`src/rtl/disp_pkg.sv`:
```
// Shared types and constants for the 7-segment display scan controller.
package disp_pkg;

  typedef enum logic [1:0] {
    IDLE  = 2'd0,
    SHOW  = 2'd1,
    BLANK = 2'd2
  } disp_state_e;

  localparam int NIBBLE_W   = 4;
  localparam int SEL_W      = 2;
  localparam int MAX_DIGITS = 4;

  localparam logic [MAX_DIGITS-1:0] ANODE_OFF = '1;

endpackage

```
`src/rtl/disp_tick_cnt.sv`:
```
// Loadable down-counter for the scan slot timer; done flags the last cycle of a slot.
module disp_tick_cnt #(
  parameter int W = 8
) (
  input  logic         clk,
  input  logic         rst,
  input  logic         load,
  input  logic [W-1:0] load_val,
  output logic         done
);

  logic [W-1:0] cnt_q;
  logic [W-1:0] cnt_d;

  // Saturates at zero so an unloaded counter never wraps.
  always_comb begin
    cnt_d = cnt_q;
    if (load) begin
      cnt_d = load_val;
    end else if (cnt_q != '0) begin
      cnt_d = cnt_q - W'(1);
    end
  end

  always_ff @(posedge clk or posedge rst) begin
    if (rst) begin
      cnt_q <= '0;
    end else begin
      cnt_q <= cnt_d;
    end
  end

  assign done = (cnt_q == W'(1));

endmodule

```
`src/rtl/disp_scan_ctrl.sv`:
```
// Multiplexed digit scanner with frame-synchronous double-buffered nibbles.
// Optional leading-zero suppression is enabled by defining DISP_LZ_BLANK_EN.
//
//   state | meaning
//   IDLE  | scan stopped, anodes off, SEL=0; loads commit immediately
//   SHOW  | digit SEL lit for CLK_DIV cycles
//   BLANK | all anodes off for DEAD_CYC cycles before the next digit
module disp_scan_ctrl
  import disp_pkg::*;
#(
  parameter int CLK_DIV    = 4096,
  parameter int DEAD_CYC   = 16,
  parameter int NUM_DIGITS = 4
) (
  input  logic                           CLK,
  input  logic                           RST,
  input  logic                           EN,
  input  logic [NIBBLE_W*NUM_DIGITS-1:0] D_IN,
  input  logic                           LOAD,
  output logic                           LOAD_ACK,
  output logic [SEL_W-1:0]               SEL,
  output logic [NUM_DIGITS-1:0]          AN,
  output logic [NIBBLE_W-1:0]            DIG,
  output logic                           FRAME
);

  localparam int CNT_MAX = (CLK_DIV > DEAD_CYC) ? CLK_DIV : DEAD_CYC;
  localparam int CNT_W   = $clog2(CNT_MAX + 1);
  localparam int DATA_W  = NIBBLE_W * NUM_DIGITS;

  localparam logic [CNT_W-1:0]      SHOW_LEN = CNT_W'(CLK_DIV);
  localparam logic [CNT_W-1:0]      DEAD_LEN = CNT_W'(DEAD_CYC);
  localparam logic [SEL_W-1:0]      LAST_SEL = SEL_W'(NUM_DIGITS - 1);
  localparam logic [NUM_DIGITS-1:0] AN_OFF   = ANODE_OFF[NUM_DIGITS-1:0];

  disp_state_e             state_q, state_d;
  logic [SEL_W-1:0]        sel_q, sel_d;
  logic [NUM_DIGITS-1:0]   an_q, an_d;
  logic [NIBBLE_W-1:0]     dig_q, dig_d;
  logic                    ack_q, ack_d;
  logic                    frame_q, frame_d;
  logic [DATA_W-1:0]       staging_q, staging_d;
  logic [DATA_W-1:0]       shadow_q, shadow_d;
  logic                    pending_q, pending_d;

  logic                    cnt_load;
  logic [CNT_W-1:0]        cnt_val;
  logic                    cnt_done;
  logic                    advance;
  logic                    commit_win;
  logic [NUM_DIGITS-1:0]   lz_dark;
`ifdef DISP_LZ_BLANK_EN
  logic                    zero_run;
`endif

  disp_tick_cnt #(
    .W (CNT_W)
  ) u_tick_cnt (
    .clk      (CLK),
    .rst      (RST),
    .load     (cnt_load),
    .load_val (cnt_val),
    .done     (cnt_done)
  );

  always_comb begin
    state_d    = state_q;
    sel_d      = sel_q;
    staging_d  = staging_q;
    shadow_d   = shadow_q;
    pending_d  = pending_q;
    ack_d      = 1'b0;
    frame_d    = 1'b0;
    cnt_load   = 1'b0;
    cnt_val    = '0;
    advance    = 1'b0;
    commit_win = (state_q == IDLE);

    if (!EN) begin
      state_d  = IDLE;
      sel_d    = '0;
      cnt_load = 1'b1;
    end else begin
      case (state_q)
        IDLE: begin
          state_d  = SHOW;
          sel_d    = '0;
          cnt_load = 1'b1;
          cnt_val  = SHOW_LEN;
        end
        SHOW: begin
          if (cnt_done) begin
            if (DEAD_CYC == 0) begin
              advance = 1'b1;
            end else begin
              state_d  = BLANK;
              cnt_load = 1'b1;
              cnt_val  = DEAD_LEN;
            end
          end
        end
        BLANK: begin
          if (cnt_done) begin
            advance = 1'b1;
          end
        end
        default: begin
          state_d = IDLE;
          sel_d   = '0;
        end
      endcase
    end

    // Advance is the last cycle of a digit slot; the 3->0 step is the frame wrap.
    if (advance) begin
      state_d  = SHOW;
      cnt_load = 1'b1;
      cnt_val  = SHOW_LEN;
      if (sel_q == LAST_SEL) begin
        sel_d      = '0;
        frame_d    = 1'b1;
        commit_win = 1'b1;
      end else begin
        sel_d = sel_q + SEL_W'(1);
      end
    end

    if (commit_win && (LOAD || pending_q)) begin
      shadow_d  = LOAD ? D_IN : staging_q;
      pending_d = 1'b0;
      ack_d     = 1'b1;
    end else if (LOAD) begin
      staging_d = D_IN;
      pending_d = 1'b1;
    end

    dig_d = shadow_d[NIBBLE_W-1:0];
    for (int k = 1; k < NUM_DIGITS; k++) begin
      if (sel_d == SEL_W'(k)) begin
        dig_d = shadow_d[k*NIBBLE_W +: NIBBLE_W];
      end
    end

    lz_dark = '0;
`ifdef DISP_LZ_BLANK_EN
    zero_run = 1'b1;
    for (int k = NUM_DIGITS - 1; k > 0; k--) begin
      zero_run   = zero_run & (shadow_d[k*NIBBLE_W +: NIBBLE_W] == '0);
      lz_dark[k] = zero_run;
    end
`endif

    an_d = AN_OFF;
    if (state_d == SHOW) begin
      for (int k = 0; k < NUM_DIGITS; k++) begin
        if (sel_d == SEL_W'(k)) begin
          an_d[k] = lz_dark[k];
        end
      end
    end
  end

  always_ff @(posedge CLK or posedge RST) begin
    if (RST) begin
      state_q   <= IDLE;
      sel_q     <= '0;
      an_q      <= AN_OFF;
      dig_q     <= '0;
      ack_q     <= 1'b0;
      frame_q   <= 1'b0;
      staging_q <= '0;
      shadow_q  <= '0;
      pending_q <= 1'b0;
    end else begin
      state_q   <= state_d;
      sel_q     <= sel_d;
      an_q      <= an_d;
      dig_q     <= dig_d;
      ack_q     <= ack_d;
      frame_q   <= frame_d;
      staging_q <= staging_d;
      shadow_q  <= shadow_d;
      pending_q <= pending_d;
    end
  end

  assign SEL      = sel_q;
  assign AN       = an_q;
  assign DIG      = dig_q;
  assign LOAD_ACK = ack_q;
  assign FRAME    = frame_q;

endmodule

```
`config.mk`:
```
export PLATFORM = sky130hd
export DESIGN_NAME = disp_scan_ctrl
export DESIGN_NICKNAME = d
export VERILOG_FILES = /design/src/rtl/disp_pkg.sv /design/src/rtl/disp_tick_cnt.sv /design/src/rtl/disp_scan_ctrl.sv
export SDC_FILE = /design/constraint.sdc
export NUM_CORES = 1
export LEC_CHECK = 0
export CORE_MARGIN = 8
export CORE_UTILIZATION = 56
export DETAILED_ROUTE_END_ITERATION = 8
export HOLD_SLACK_MARGIN = 0.06
export MAX_ROUTING_LAYER = met4
export PLACE_DENSITY = 0.86
export SYNTH_ARGS = -nofsm -noshare
export SYNTH_HDL_FRONTEND = slang
export SYNTH_SLANG_ARGS = --single-unit
export TNS_END_PERCENT = 30
```
`constraint.sdc`:
```
create_clock -name CLK -period 3.2 [get_ports CLK]
set_input_delay 0.64 -clock CLK [delete_from_list [all_inputs] [get_ports CLK]]
set_output_delay 0.64 -clock CLK [all_outputs]
set_load 0.1 [all_outputs]
```
# Word level (Yosys, flattened, before mapping)
# Cells that the tools add are included.
[totals]
wordCells = 65
out_inout_bits = 12
in_bits = 20
ff_bits = 60
[op_classes]
addsub = 2
eq_ne = 8
n_reduce_logical = 8
n_mux = 37
[ops]
columns = ["op", "count"]
rows = [
  ["2-to-1 mux 13 bit", 4],
  ["2-to-1 mux 16 bit", 2],
  ["one-hot mux 13 bit (2 select lines)", 1],
  ["2-to-1 mux 1 bit", 16],
  ["2-to-1 mux 4 bit", 4],
  ["2-to-1 mux 2 bit", 7],
  ["== test 13 x 1 -> 1 bit, second input constant", 1],
  ["nonzero test 13 bit", 1],
  ["subtractor 13 x 1 -> 13 bit, second input constant", 1],
  ["== test 2 bit, second input constant", 4],
  ["== test 2 x 1 -> 1 bit, second input constant", 3],
  ["one-hot mux 2 bit (3 select lines)", 1],
  ["2-to-1 mux 5 bit", 1],
  ["zero test 2 bit", 2],
  ["nonzero test 2 bit", 2],
  ["adder 2 x 1 -> 2 bit, second input constant", 1],
  ["one-hot mux 1 bit (2 select lines)", 1],
  ["OR reduction 2 bit", 1],
  ["logical AND 1 bit", 1],
  ["logical OR 1 bit", 1],
]

# Depth between registers and ports, before layout
[logic_depth]
depth_word = 10
mapped_depth = 11

# Modules after synthesis
# A second synthesis with hierarchy kept.
[hier_totals]
cells_unflattened = 301
hier_area_um2 = 3041.7
[modules_own_cells]
columns = ["module", "area_each_um2", "cells_each", "n_inst"]
rows = [
  ["disp_scan_ctrl", 2219.6, 210, 1],
  ["disp_tick_cnt", 822.0, 91, 1],
]

# Worst setup path before layout
# No wires, ideal clock.
[synth_timing]
path_kind = "register to register"
start = "reg sel_q[0] (netlist: SEL[0])"
end = "reg staging_q[10]"
setup_time_ps = 125
t_arrival_ps = 2579
n_path_buf = 2
path_stages_with_launch = 9
setup_slack_ps = 496
cell_sequence = "dfrtp_1 ha_1 and4_1 nand4_4 and2_1 buf_6 nand2_2 buf_4 mux2_2"
[synth_via]
elab_chain_len = 4
[synth_rtl]
columns = ["element", "line", "rtl"]
rows = [
  ["start, declared", "disp_scan_ctrl.sv:37", "logic [SEL_W-1:0] sel_q, sel_d;"],
  ["start signal, assigned", "disp_scan_ctrl.sv:176", "sel_q <= sel_d;"],
  ["== test 2 bit", "disp_scan_ctrl.sv:119", "if (sel_q == LAST_SEL) begin"],
  ["2-to-1 mux 1 bit", "disp_scan_ctrl.sv:119", ""],
  ["2-to-1 mux 1 bit", "disp_scan_ctrl.sv:115", "if (advance) begin"],
  ["logical AND 1 bit", "disp_scan_ctrl.sv:128", "if (commit_win && (LOAD || pending_q)) begin"],
  ["end signal, assigned", "disp_scan_ctrl.sv:181", "staging_q <= staging_d;"],
  ["end, declared", "disp_scan_ctrl.sv:42", "logic [DATA_W-1:0] staging_q, staging_d;"],
]
# No other way between the ends.
# A chain may end at the register's enable or synchronous reset.

# Worst setup path after layout
[layout_timing]
start = "reg state_q[0]"
end = "reg staging_q[1]"
[layout_via]
elab_chain_len = 5
word_cells_on_any_way = 7
classes_between = "eq/ne (1); mux (4); reduce/logical (2)"
[layout_rtl]
columns = ["element", "line", "rtl"]
rows = [
  ["start, declared", "disp_scan_ctrl.sv:36", "disp_state_e state_q, state_d;"],
  ["start signal, assigned", "disp_scan_ctrl.sv:175", "state_q <= state_d;"],
  ["== test 2 bit", "disp_scan_ctrl.sv:84", "case (state_q)"],
  ["2-to-1 mux 1 bit", "disp_scan_ctrl.sv:84", ""],
  ["2-to-1 mux 1 bit", "disp_scan_ctrl.sv:79", "if (!EN) begin"],
  ["2-to-1 mux 1 bit *", "disp_scan_ctrl.sv:115", ""],
  ["logical AND 1 bit *", "disp_scan_ctrl.sv:128", ""],
]
# Mark *: on every way between the ends. The rest lies on a longest branch, timed or not.

==> load_flow_metrics.sql <==
INSERT INTO impl_metrics (metric_group, metric, value, unit) VALUES
('power', 'p_total', '3.716', 'mW'),
('die', 'boundaryPins', '32', ''),
('critical_path', 'r2r_cells', '7', ''),
('timing', 'layout_min_cycle_time', '2709', 'ps'),
('global_route', 'global_route.overflow_total', '0', ''),
('routing', 'drt.antenna.violating_nets', '0', ''),
('hold_path', 'start_point_of_the_worst_hold_path', 'shadow_q[2]', ''),
('die', 'die_x', '89.90', 'um'),
('routing', 'wl', '6565', 'um'),
('placed_design', 'placedInstanceArea', '3436', 'um2'),
('critical_path', 'crit_family', 'simple AND/OR/NAND/NOR gates', ''),
('routing', 'routed-via-count', '2302', ''),
('global_route', 'first_global_vias', '2428', ''),
('power', 'power_density', '1011', 'nW/um2'),
('final_layout', 'antennaDiodeCount', '0', ''),
('global_route', 'globalRouteMet3Util', '4.904', '%'),
('yosys', 'synthesis.yosys.warnings', '0', ''),
('global_route', 'number_of_antenna_violations_at_the_first_check_in_global_routing', '0', ''),
('critical_path', 'path_max_fanout', '18', ''),
('clocking', 'cts-buffers-inserted', '9', ''),
('timing', 'setup_total_negative_slack', '0', 'ps'),
('clocking', 'tritoncts', 'built', ''),
('die', 'die-height', '89.90', 'um'),
('hold_path', 'worstHoldPathCells', '1', ''),
('timing', 'finalSetupViolations', '0', ''),
('final_layout', 'fin_nets', '359', ''),
('yosys', 'synth_seq_cells', '60', ''),
('placed_design', 'half_perimeter_wire_length_of_the_detailed_placement_result', '4576', 'um'),
('critical_path', 'worst_path_largest_cell_delay', '420', 'ps'),
('critical_path', 'worstPathArrival', '2930', 'ps'),
('routing', 'wl_per_cell', '16.13', 'um'),
('global_route', 'grtUsageMet1', '18.38', '%'),
('timing', 'finalCritPeriodShare', '84.65', '%'),
('die', 'core-area', '5405', 'um2'),
('global_route', 'gr-max-usage-layer', 'met2', ''),
('routing', 'drt_iter0_markers', '162', ''),
('routing', 'routed_via_density', '5.656', ''),
('timing', 'maxSlewHeadroom', '49.99', '%'),
('yosys', 'mappedNetlistArea', '3058', 'um2'),
('timing', 'max_clock_freq', '0.3692', 'GHz'),
('final_layout', 'postLayoutCellArea', '3675', 'um2'),
('timing', 'timing.final.hold_violations', '0', ''),
('clocking', 'clock_sinks', '60', ''),
('critical_path', 'timing.rr.start', 'state_q[0]', ''),
('hold_path', 'timing.hold.worst.class', 'reg2reg', ''),
('critical_path', 'worst_setup_path_end_kind', 'flop', ''),
('critical_path', 'critical_path.reg2reg.endpoint', 'staging_q[1]', ''),
('placed_design', 'placement.io_buffers', '31', ''),
('yosys', 'synth.distinct_cells', '41', ''),
('clocking', 'cts_htree_levels', '3', ''),
('die', 'num_rows', '27', ''),
('clocking', 'cts_hold_buf', '0', ''),
('critical_path', 'critPathKind', 'reg2reg', ''),
('critical_path', 'timing.critical_path.required', '3430', 'ps'),
('final_layout', 'layout-area-overhead-vs-synth', '20.17', '%'),
('clocking', 'cts.path.max_buffers', '2', ''),
('outcome', 'run_status', 'complete, no violations', ''),
('power', 'irDropWorstVdd', '0.6118', 'mV'),
('yosys', 'synth_area_per_cell', '10.54', 'um2'),
('yosys', 'synthesis.instances', '290', ''),
('critical_path', 'critical_path.n_buffers_inverters', '1', ''),
('job', 'max_cap_violations', '0', ''),
('placed_design', 'gp_congestion', '0.8247', ''),
('yosys', 'sequential_to_total_area_share_from_yosys_stat', '49.26', '%'),
('critical_path', 'crit_path_top_delay_cell', 'sky130_fd_sc_hd__dfrtp_1', ''),
('die', 'initial_utilization', '56.57', '%'),
('yosys', 'synthesis.nets', '319', ''),
('hold_path', 'min_to', 'shadow_q[2]', ''),
('timing', 'finalClockSkew', '6.814', 'ps'),
('global_route', 'grt.total_usage', '17.47', '%'),
('routing', 'detailedRoute.firstPassIterationCount', '5', '');
layout by cell type, fill, tap and decap left out, drive strengths merged:
cell / count
a211o: 16
a211oi: 1
a21o: 1
a21oi: 6
a22oi: 16
a31oi: 1
and2: 17
and4: 2
buf: 23
bufinv: 3
clkbuf: 9
clkdlybuf4s50: 19
clkinv: 3
clkinvlp: 2
dfrtp: 56
dfstp: 4
ha: 9
inv: 9
mux2: 17
mux2i: 12
nand2: 45
nand3: 7
nand4: 4
nor2: 20
nor2b: 1
nor3: 4
nor3b: 2
nor4: 5
nor4b: 1
o211ai: 1
o21a: 2
o21ai: 4
o31ai: 1
o32a: 1
o32ai: 1
or3: 1
xnor2: 5
xor2: 4
cells in the mapped netlist (all sizes together):
library cell	n	area (um2)
a211o	16	140.1
a211oi	1	7.510
a21o	1	7.510
a21oi	6	33.78
a22oi	16	120.1
a31oi	1	6.260
and2	17	106.4
and4	2	17.52
buf	4	41.29
clkbuf	9	33.78
clkinv	1	3.750
dfrtp	56	1401
dfstp	4	105.1
ha	9	112.6
inv	9	33.78
mux2	17	191.4
mux2i	12	120.1
nand2	45	171.4
nand3	7	35.03
nand4	4	40.04
nor2	20	75.07
nor2b	1	6.260
nor3	4	20.02
nor3b	2	15.01
nor4	5	46.29
nor4b	1	8.760
o211ai	1	7.510
o21a	2	15.01
o21ai	4	23.77
o31ai	1	7.510
o32a	1	10.01
o32ai	1	8.760
or3	1	6.260
xnor2	5	43.79
xor2	4	35.03
report_power, final:
| part | switching [mW] | internal [mW] |
|---|---|---|
| combinational | 0.962 | 0.711 |
| sequential | 0.195 | 1.03 |
| clock | 0.306 | 0.514 |
layout make-up:
cell class | instances | area, um2 | share of cell area, %
clock buffers | 9 | 123.9 | 3.371
multi-input cells | 207 | 1439 | 39.16
flip-flops and latches | 60 | 1506 | 40.99
well taps | 72 | 90.09 | 2.451
repair buffers | 42 | 362.8 | 9.874
clock inverters | 7 | 115.1 | 3.132
inverters | 10 | 37.54 | 1.021
stage by stage:
step                      instances  hold WS (ps)  setup slack, ps  util [%]
after global routing            407         522.5            351.8     67.99
after global placement          391         481.7            412.8     63.56
after floorplan                 290         470.0            496.0         -
final                           407         505.1            491.1     67.99
after CTS                       407         507.4            520.3     67.99
after detailed placement        391         492.7            364.7     63.56
metal layers:
metal,up-vias,share of wire (%)
met3,14,4.5
met4,0,2.6
met2,66,51
li1,1103,-
met5,-,0
met1,1119,41
worst max-delay path by stage:
stage,to,startpoint,cells past startpoint
after detailed placement,staging_q[0],EN,6
final,staging_q[1],state_q[0],7
after global routing,staging_q[7],state_q[0],7
after floorplan,staging_q[10],SEL[0],8
after global placement,staging_q[6],EN,6
after CTS,staging_q[1],state_q[0],7
sequential cells by signal, indices dropped and copies added, names as in the netlist, 2 cells and up:
register,count
AN,4
DIG,4
staging_q,16
SEL,2
state_q,2
u_tick_cnt.cnt_q,13
shadow_q,16
cells by family after synthesis:
logic type,Yosys count,synth area share (%)
buffers and inverters,23,3.682
multiplexers,29,10.19
XOR/XNOR,9,2.578
flip-flops,60,49.26
adder cells (fa/ha/maj),9,3.683
AND/OR/NAND/NOR,109,17.92
AO/OA/AOI/OAI,51,12.68
(Power assumes the default switching activity.)
